$ cat config.mk
export PLATFORM = sky130hd
export DESIGN_NAME = cg_event_monitor
export DESIGN_NICKNAME = d
export VERILOG_FILES = /design/src/rtl/cg_pkg.sv /design/src/rtl/cg_debounce.sv /design/src/rtl/cg_event_monitor.sv
export SDC_FILE = /design/constraint.sdc
export NUM_CORES = 1
export LEC_CHECK = 0
export CORE_MARGIN = 8
export CORE_UTILIZATION = 50
export CTS_BUF_LIST = sky130_fd_sc_hd__clkbuf_8
export DETAILED_ROUTE_END_ITERATION = 10
export PLACE_DENSITY = 0.77
export SLEW_MARGIN = 20
export SYNTH_ARGS = -nofsm -noshare
export SYNTH_HDL_FRONTEND = slang
export SYNTH_SLANG_ARGS = --single-unit
export TNS_END_PERCENT = 100
$ cat constraint.sdc
create_clock -name I_clk -period 4.55 [get_ports I_clk]
set_clock_uncertainty 0.1 [all_clocks]
set_input_delay 0.455 -clock I_clk [delete_from_list [all_inputs] [get_ports I_clk]]
set_output_delay 0.455 -clock I_clk [all_outputs]
set_load 0.005 [all_outputs]
$ cat src/rtl/cg_pkg.sv
// ---------------------------------------------------------------------------
// cg_pkg
// Shared definitions for the coilgun event monitor:
//   - bit positions of the sticky event-flag register
//   - measurement FSM state encoding (IDLE / MEAS)
//   - event-flag register type
// ---------------------------------------------------------------------------
package cg_pkg;

    // Event-flag bit positions. Bit 7 is reserved and always reads 0.
    localparam int EF_TRIG   = 0;  // trigger accepted, measurement started
    localparam int EF_GATE   = 1;  // any debounced gate rise
    localparam int EF_TOF    = 2;  // time-of-flight captured
    localparam int EF_TMO    = 3;  // measurement abandoned on timeout
    localparam int EF_EARLY  = 4;  // gate seen while no measurement running
    localparam int EF_RETRIG = 5;  // trigger seen while already measuring
    localparam int EF_EXTON  = 6;  // coil still driven when the gate fired

    localparam logic [7:0] EF_IMPL_MASK = 8'h7F;

    // Measurement FSM encoding.
    localparam logic ST_IDLE = 1'b0;
    localparam logic ST_MEAS = 1'b1;

    typedef logic [7:0] eflg_t;

endpackage

$ cat src/rtl/cg_debounce.sv
// ---------------------------------------------------------------------------
// cg_debounce
// Synchronizer + debouncer + rising-edge pulse for one raw asynchronous input.
//
// Ports:
//   I_clk    in   master clock
//   I_rst_n  in   asynchronous active-low reset
//   I_raw    in   raw asynchronous input
//   O_level  out  debounced level
//   O_rise   out  one-cycle pulse, high in the same cycle O_level goes 0->1
//
// The level changes once the synchronized input has disagreed with it for
// DB_CYCLES consecutive cycles; any agreeing cycle restarts the count, so
// shorter glitches never reach the output.
// ---------------------------------------------------------------------------
module cg_debounce #(
    parameter int SYNC_STAGES = 2,
    parameter int DB_CYCLES   = 16
) (
    input  logic I_clk,
    input  logic I_rst_n,
    input  logic I_raw,
    output logic O_level,
    output logic O_rise
);

    localparam int CW = (DB_CYCLES > 1) ? $clog2(DB_CYCLES) : 1;
    localparam logic [CW-1:0] CNT_LAST = CW'(DB_CYCLES - 1);

    logic [SYNC_STAGES-1:0] sync_q;
    logic [CW-1:0]          cnt_q;
    logic                   sync_val;

    assign sync_val = sync_q[SYNC_STAGES-1];

    always_ff @(posedge I_clk or negedge I_rst_n) begin
        if (!I_rst_n) begin
            sync_q  <= '0;
            cnt_q   <= '0;
            O_level <= 1'b0;
            O_rise  <= 1'b0;
        end else begin
            sync_q <= {sync_q[SYNC_STAGES-2:0], I_raw};
            O_rise <= 1'b0;
            if (sync_val == O_level) begin
                cnt_q <= '0;
            end else if (cnt_q == CNT_LAST) begin
                // This is the DB_CYCLES-th consecutive disagreeing cycle.
                O_level <= sync_val;
                O_rise  <= sync_val;
                cnt_q   <= '0;
            end else begin
                cnt_q <= cnt_q + 1'b1;
            end
        end
    end

endmodule

$ cat src/rtl/cg_event_monitor.sv
// ---------------------------------------------------------------------------
// cg_event_monitor
// Input conditioner and event monitor for the coilgun controller. Cleans the
// trigger and gate inputs, measures trigger-to-gate time of flight and keeps
// the sticky event-flag register read by the host.
//
// Ports:
//   I_clk, I_rst_n     clock, asynchronous active-low reset
//   I_trig, I_gate     raw asynchronous trigger / gate sensor inputs
//   I_ext              coil-drive-active feedback from the coil core
//   I_eclr, I_eclr_stb write-1-to-clear mask for O_eflg, qualified by strobe
//   O_trig, O_gate     debounced levels
//   O_trig_rise        one-cycle pulse per debounced trigger rising edge
//   O_gate_rise        one-cycle pulse per debounced gate rising edge
//   O_eflg             sticky event flags (bit 7 reads 0)
//   O_tof, O_tof_vld   last valid time of flight in cycles, update pulse
//   O_state            measurement FSM state (ST_IDLE / ST_MEAS), debug view
//
// Handshake semantics: there is no back-pressure anywhere. I_eclr_stb is a
// single-cycle valid for I_eclr, acted on in the cycle it is high; O_tof_vld
// is a single-cycle valid for O_tof, which holds until the next capture.
// A flag set and a clear of the same bit in one cycle leave the bit set.
// ---------------------------------------------------------------------------
module cg_event_monitor
    import cg_pkg::*;
#(
    parameter int          SYNC_STAGES = 2,
    parameter int          DB_CYCLES   = 16,
    parameter logic [23:0] TIMEOUT     = 24'd1000000
) (
    input  logic        I_clk,
    input  logic        I_rst_n,
    input  logic        I_trig,
    input  logic        I_gate,
    input  logic        I_ext,
    input  logic [7:0]  I_eclr,
    input  logic        I_eclr_stb,
    output logic        O_trig,
    output logic        O_gate,
    output logic        O_trig_rise,
    output logic        O_gate_rise,
    output logic [7:0]  O_eflg,
    output logic [23:0] O_tof,
    output logic        O_tof_vld,
    output logic        O_state
);

    logic        state_q, state_d;
    logic [23:0] cnt_q, cnt_d;
    eflg_t       ev_set;
    eflg_t       clr_mask;
    eflg_t       eflg_d;
    logic        tof_load;

    cg_debounce #(.SYNC_STAGES(SYNC_STAGES), .DB_CYCLES(DB_CYCLES)) u_db_trig (
        .I_clk   (I_clk),
        .I_rst_n (I_rst_n),
        .I_raw   (I_trig),
        .O_level (O_trig),
        .O_rise  (O_trig_rise)
    );

    cg_debounce #(.SYNC_STAGES(SYNC_STAGES), .DB_CYCLES(DB_CYCLES)) u_db_gate (
        .I_clk   (I_clk),
        .I_rst_n (I_rst_n),
        .I_raw   (I_gate),
        .O_level (O_gate),
        .O_rise  (O_gate_rise)
    );

    // cnt counts cycles since the trigger pulse: it is 1 the cycle after the
    // pulse, so a gate pulse N cycles after the trigger pulse captures N.
    always_comb begin
        state_d  = state_q;
        cnt_d    = cnt_q;
        ev_set   = '0;
        tof_load = 1'b0;

        if (O_gate_rise) begin
            ev_set[EF_GATE]  = 1'b1;
            ev_set[EF_EXTON] = I_ext;
        end

        if (state_q == ST_IDLE) begin
            if (O_gate_rise) begin
                ev_set[EF_EARLY] = 1'b1;
            end
            if (O_trig_rise) begin
                ev_set[EF_TRIG] = 1'b1;
                state_d         = ST_MEAS;
                cnt_d           = 24'd1;
            end
        end else begin
            // A gate completes the running measurement even if a trigger
            // arrives in the same cycle; the trigger then restarts it.
            if (O_gate_rise) begin
                tof_load       = 1'b1;
                ev_set[EF_TOF] = 1'b1;
                state_d        = ST_IDLE;
            end
            if (O_trig_rise) begin
                ev_set[EF_RETRIG] = 1'b1;
                state_d           = ST_MEAS;
                cnt_d             = 24'd1;
            end else if (!O_gate_rise) begin
                if (cnt_q == TIMEOUT) begin
                    ev_set[EF_TMO] = 1'b1;
                    state_d        = ST_IDLE;
                end else begin
                    cnt_d = cnt_q + 24'd1;
                end
            end
        end
    end

    assign clr_mask = I_eclr_stb ? I_eclr : 8'h00;
    // Setting is applied after clearing so a same-cycle event wins.
    assign eflg_d   = ((O_eflg & ~clr_mask) | ev_set) & EF_IMPL_MASK;

    always_ff @(posedge I_clk or negedge I_rst_n) begin
        if (!I_rst_n) begin
            state_q   <= ST_IDLE;
            cnt_q     <= '0;
            O_eflg    <= '0;
            O_tof     <= '0;
            O_tof_vld <= 1'b0;
        end else begin
            state_q   <= state_d;
            cnt_q     <= cnt_d;
            O_eflg    <= eflg_d;
            O_tof_vld <= tof_load;
            if (tof_load) begin
                O_tof <= cnt_q;
            end
        end
    end

    assign O_state = state_q;

endmodule

==> reports/results.ini, run 1 <==
[outcome]
status=complete, but fails checks
violations=negative hold slack

[flow_run]
cap_violations=0

[clocking]
post_cts_resize_count=0
post_cts_buffers=0
htreeDepth=3
ctsRootBufferMaster=clkbuf_8
clk_pin_slew_ps=70
clock-sinks=73
clk_path_buf_depth=2
cts_hold_buf=0
clk_latency_ps=350
numCtsBuffers=9
cts_tree=yes

[place]
hpwl_mm=4.49
dpl_worst_slack_ps=2270
gp_congestion=0.830
port_buffers=49

[grt]
grt_pass1_wl_mm=11.0
grt_pass1_vias=2376
gr-total-overflow=0
grt_max_degree=47
grtUsageTotal_pct=15.3
grt_antenna_before_repair=0

[logic_synthesis]
synth_seq_cells=73
ys_seq_area_share_pct=57.4
synthFlopType=dfrtp_1
synth_area_um2=3180
synth_cell_types=39
postSynthAreaPerCell_um2=11.0
synth_fp_nets=307
syn_inst=289
ys_async_sr_fraction_pct=100
synth_warnings=0
synth-edff-count=0

[critical_path]
start_kind=register
critPathTopFamily=flip-flops
crit_path_top_delay_cell=dfrtp_1
crit_chain=clkdlybuf4s50_1
max_stage_delay_ps=940
arrival_ps=1940
crit_path_max_fanout=28
path_class=register to output pin
path_buf_inv=1
cp-end-kind=output pin
required_ps=3990

[sta]
period_needed_ps=2490
clock.fmax_mhz=401
worstMarginPinSlew_ps=908
hold_ws_ps=-5.90
setup-tns-final_ps=0
slew_headroom_pct=39.5
timing_hold_violations_final=8
fin_crit_sh_pct=54.8
post-route-worst-setup-slack_ps=2060
setup_viol=0
drv_slew=0
rsz0062_at_grt=false

[detailed_routing]
vias=2384
dr.pass1.iters=4
wl_met3_um=516
drtAntennaViolNets=0
drc=0
vias_per_cell=5.66
wl_per_cell_um=15.4
drt-met1-wl_mm=2.94
drt_iter0_markers=151
totalWireLength_mm=6.49
routed.top_layer=met4
met2_length_mm=2.86

[pwr]
p_per_area_nw_per_um2=328
p_leak_nw=1.71
fin_total_pwr_mw=1.30
irDropWorstVdd_v=0.000179

[finish]
final_cell_mix=dfrtp_1, clkdlybuf4s50_1, nand2_1
area_delta_synth_final_pct=24.7
layout.nets=357
n_antenna_cell=0
mostFrequentLayoutCell=dfrtp_1
drive_above_1_share_pct=12.2
n_fill_cell=502

[hold_path]
hp-class=input pin to async pin

[die]
ios=52
die_h_um=95.8
die_area_um2=9180
die_w_um=95.8
core_um2=6240
rows=29
start_util_pct=51.0

==> report_power, final <==
part	switching, mW	internal (mW)	total, mW
clock	0.229	0.376	0.605
combinational	0.0198	0.0162	0.0359
sequential	0.00562	0.655	0.661
==> cell usage after synthesis, types with 3 or more instances <==
cell,count,share of area (%)
a21oi_1,19,3.0
clkbuf_1,8,0.94
dfrtp_1,73,57
ha_1,4,1.6
inv_1,11,1.3
mux2_2,20,7.1
nand2_1,33,3.9
nand3_1,5,0.79
nand4_1,5,0.98
nand4b_1,3,0.83
nor2_1,13,1.5
nor2b_1,3,0.59
nor3_1,4,0.63
nor3b_1,4,0.94
nor4_1,4,0.79
nor4b_1,3,0.83
o21ai_0,20,3.1
o31ai_1,6,1.4
or3_1,8,1.6
or4_1,8,1.9
xnor2_1,10,2.8
==> worst register-to-register path, delay by kind of cell (launching register included) <==
family	cells	cell delay, ps
compound gates	1	150
flops	1	620
simple gates	3	1360
==> area by class of cell <==
type	instances	area (um2)	area share [%]
clock buffer	10	138	3.47
clock inverter	6	106	2.68
inverter	11	41.3	1.04
multi-input combinational	193	1260	31.7
sequential	73	1830	46.0
tap	77	96.3	2.43
timing repair buffer	51	503	12.7
==> cell families (layout without fill, tap and decap cells) <==
group | after synthesis | count (layout) | share of synthesized area (%)
adders and majority gates | 4 | 4 | 1.57
and+or+nand+nor | 104 | 104 | 18.0
other | 1 | 1 | 0.118
buffers and inverters | 23 | 78 | 3.07
xor gates and xnor gates | 10 | 10 | 2.75
DFF | 73 | 73 | 57.4
AOI/OAI and AO/OA | 54 | 54 | 10.0
muxes | 20 | 20 | 7.07
==> sequential cells by signal, indices dropped and copies added (netlist names) <==
register	count
O_tof	24
cnt_q	24
O_eflg	7
u_db_gate.cnt_q	4
u_db_trig.cnt_q	4
u_db_gate.sync_q	2
u_db_trig.sync_q	2
O_state	1
O_tof_vld	1
u_db_gate.O_level	1
u_db_gate.O_rise	1
u_db_trig.O_level	1
u_db_trig.O_rise	1
==> per-stage QoR <==
step | instances | cell area, um2 | util, %
final | 421 | 3970 | 63.6
after global routing | 421 | 3970 | 63.6
after CTS | 421 | 3970 | 63.6
after detailed placement | 405 | 3720 | 59.7
after global placement | 405 | 3720 | 59.7
after floorplan | 289 | 3180 | -
==> per-layer routing <==
layer	GRT usage, %	vias to the layer above
met1	18.9	1173
met5	0	-
li1	-	1128
met4	9.73	0
met3	5.62	15
met2	22.3	68
==> path summary, 6_finish.rpt <==
| kind | slack (ps) | to | depth (start not counted) | start |
|---|---|---|---|---|
| max | 2060 | O_trig_rise | 1 | u_db_trig.O_rise |
| min | -6 | O_tof[10] | 1 | I_rst_n |
| max reg2reg | 2240 | cnt_q[18] | 4 | O_state |
| min reg2reg | 250 | u_db_trig.sync_q[1] | 0 | u_db_trig.sync_q[0] |
| max in group asynchronous | 3600 | cnt_q[1] | 2 | I_rst_n |
| min in group I_clk | 250 | u_db_trig.sync_q[1] | 0 | u_db_trig.sync_q[0] |
Power figures use the tool's default switching activity.
==> run 2: changes to the inputs <==
==> constraint.sdc (replaced) <==
create_clock -name I_clk -period 2.5 [get_ports I_clk]
set_clock_uncertainty 0.1 [all_clocks]
set_input_delay 0.25 -clock I_clk [delete_from_list [all_inputs] [get_ports I_clk]]
set_output_delay 0.25 -clock I_clk [all_outputs]
set_load 0.005 [all_outputs]
==> run 2 against run 1 <==
The flow now finishes without violations. Utilization increased by 0.34 points. Sequential power increased by 82%. Power increased by 72%. Die area unchanged. Sequential cell count unchanged. Critical path depth increased by 4. Routed wire length increased by 1.9%. Critical endpoint is now cnt_q[20]. Count of clock-buffer cells in the layout increased by 2.
==> reports/results.ini, run 2 (synthesis results as in run 1) <==
[detailed_routing]
totalWireLength_mm=6.62
drc=0
wl_per_cell_um=15.5
dr.pass1.iters=4
vias=2391
vias_per_cell=5.61
drt_iter0_markers=143
drtAntennaViolNets=0

[clocking]
ctsRootBufferMaster=clkbuf_8
clk_pin_slew_ps=70
clk_latency_ps=340
htreeDepth=3
cts_tree=yes
clk_path_buf_depth=2
clock-sinks=73
numCtsBuffers=9

[critical_path]
crit_path_max_fanout=12
required_ps=2670
cp-end-kind=register
r2r_cells=5
path_class=register to register
startpoint=cnt_q[0]
r2r_slack_ps=310
r2r_end=cnt_q[20]
r2r_start=cnt_q[0]
arrival_ps=2360
start_kind=register

[grt]
grt_antenna_before_repair=0
gr-total-overflow=0
grtUsageTotal_pct=15.3
grt_pass1_vias=2311
grt_pass1_wl_mm=10.8
grt_max_degree=73

[sta]
rsz0062_at_grt=false
fin_crit_sh_pct=87.6
hold_ws_ps=128
drv_slew=0
setup_viol=0
timing_hold_violations_final=0
setup-tns-final_ps=0
clock.fmax_mhz=457
period_needed_ps=2190

[place]
place_inst=409
gp_congestion=0.817
hpwl_mm=4.59
port_buffers=49

[finish]
seq_area_um2=1830
n_antenna_cell=0
area_delta_synth_final_pct=25.4
fin_cells=426
mostFrequentLayoutCell=dfrtp_1
final_cell_mix=dfrtp_1, clkdlybuf4s50_1, nand2_1
multi_input_comb_area_um2=1260
reg_top3=O_tof x24, cnt_q x24, O_eflg x7
n_fill_cell=487
drive_above_1_share_pct=13.5
finalCoreUtilization_pct=64.0
layout.nets=362

[hold_path]
hp-class=input pin to async pin

[die]
rows=29
core_um2=6240
ios=52
start_util_pct=51.0
die_w_um=95.8
die_area_um2=9180
die_h_um=95.8

[pwr]
p_leak_nw=1.72
p_per_area_nw_per_um2=562
irDropWorstVdd_v=0.000309

[outcome]
status=completed

[flow_run]
cap_violations=0

-- run 2: stage by stage --
stage | total power [mW] | setup WS (ps) | instance area, um2
floorplan | 1.24 | 439 | 3180
global placement | 1.29 | 379 | 3770
detailed placement | 1.30 | 341 | 3770
CTS | 2.27 | 331 | 3990
global route | 2.32 | 210 | 3990
finish | 2.24 | 310 | 3990
-- run 2: final cells by class --
type	count	share of cell area [%]
Clock buffer	12	4.14
Clock inverter	4	1.25
Inverter	11	1.03
Multi-Input combinational cell	193	31.6
Sequential cell	73	45.8
Tap cell	77	2.41
Timing Repair Buffer	56	13.9
-- run 2: power by group --
part           leakage, nW  internal (mW)  switching, mW
Sequential            1.01           1.19         0.0107
Clock                0.105          0.541          0.429
Combinational        0.607         0.0323         0.0377
Total                 1.72           1.76          0.477
-- run 2: worst max-delay path by stage --
stage | end | slack [ps]
floorplan | cnt_q[23] | 440
global placement | cnt_q[18] | 380
detailed placement | cnt_q[20] | 340
CTS | cnt_q[20] | 330
global route | cnt_q[20] | 210
finish | cnt_q[20] | 310
-- run 2: per-layer routing --
| layer | global-route usage (%) | wire (um) | vias to the layer above |
|---|---|---|---|
| li1 | - | - | 1144 |
| met1 | 19.5 | 3030 | 1181 |
| met2 | 23.1 | 3070 | 55 |
| met3 | 4.45 | 406 | 11 |
| met4 | 8.45 | 108 | 0 |
| met5 | 0 | 0 | - |
-- run 2: timing repair --
| action | CTS | global route |
|---|---|---|
| resized for setup | 0 | 0 |
| buffers inserted | 0 | 0 |
| hold endpoints to repair | 73 | 0 |
| hold buffers | 1 | 0 |
-- run 2: worst max-delay path, cell delays in order (launching register included) --
cell and delay (ps):
dfrtp_1 430, ha_1 210, nand4_1 140, or4_1 620
or4_1 460, a21oi_1 150
==> run 3: changes to the inputs <==
--- a/config.mk
+++ b/config.mk
@@ -8,8 +8,10 @@
 export CORE_MARGIN = 8
 export CORE_UTILIZATION = 50
 export CTS_BUF_LIST = sky130_fd_sc_hd__clkbuf_8
+export CTS_CLUSTER_DIAMETER = 40
 export DETAILED_ROUTE_END_ITERATION = 10
 export PLACE_DENSITY = 0.77
+export SKIP_LAST_GASP = 1
 export SLEW_MARGIN = 20
 export SYNTH_ARGS = -nofsm -noshare
 export SYNTH_HDL_FRONTEND = slang
==> results of run 3 <==
The final DEF is identical to that of run 2; final timing and power are the same.
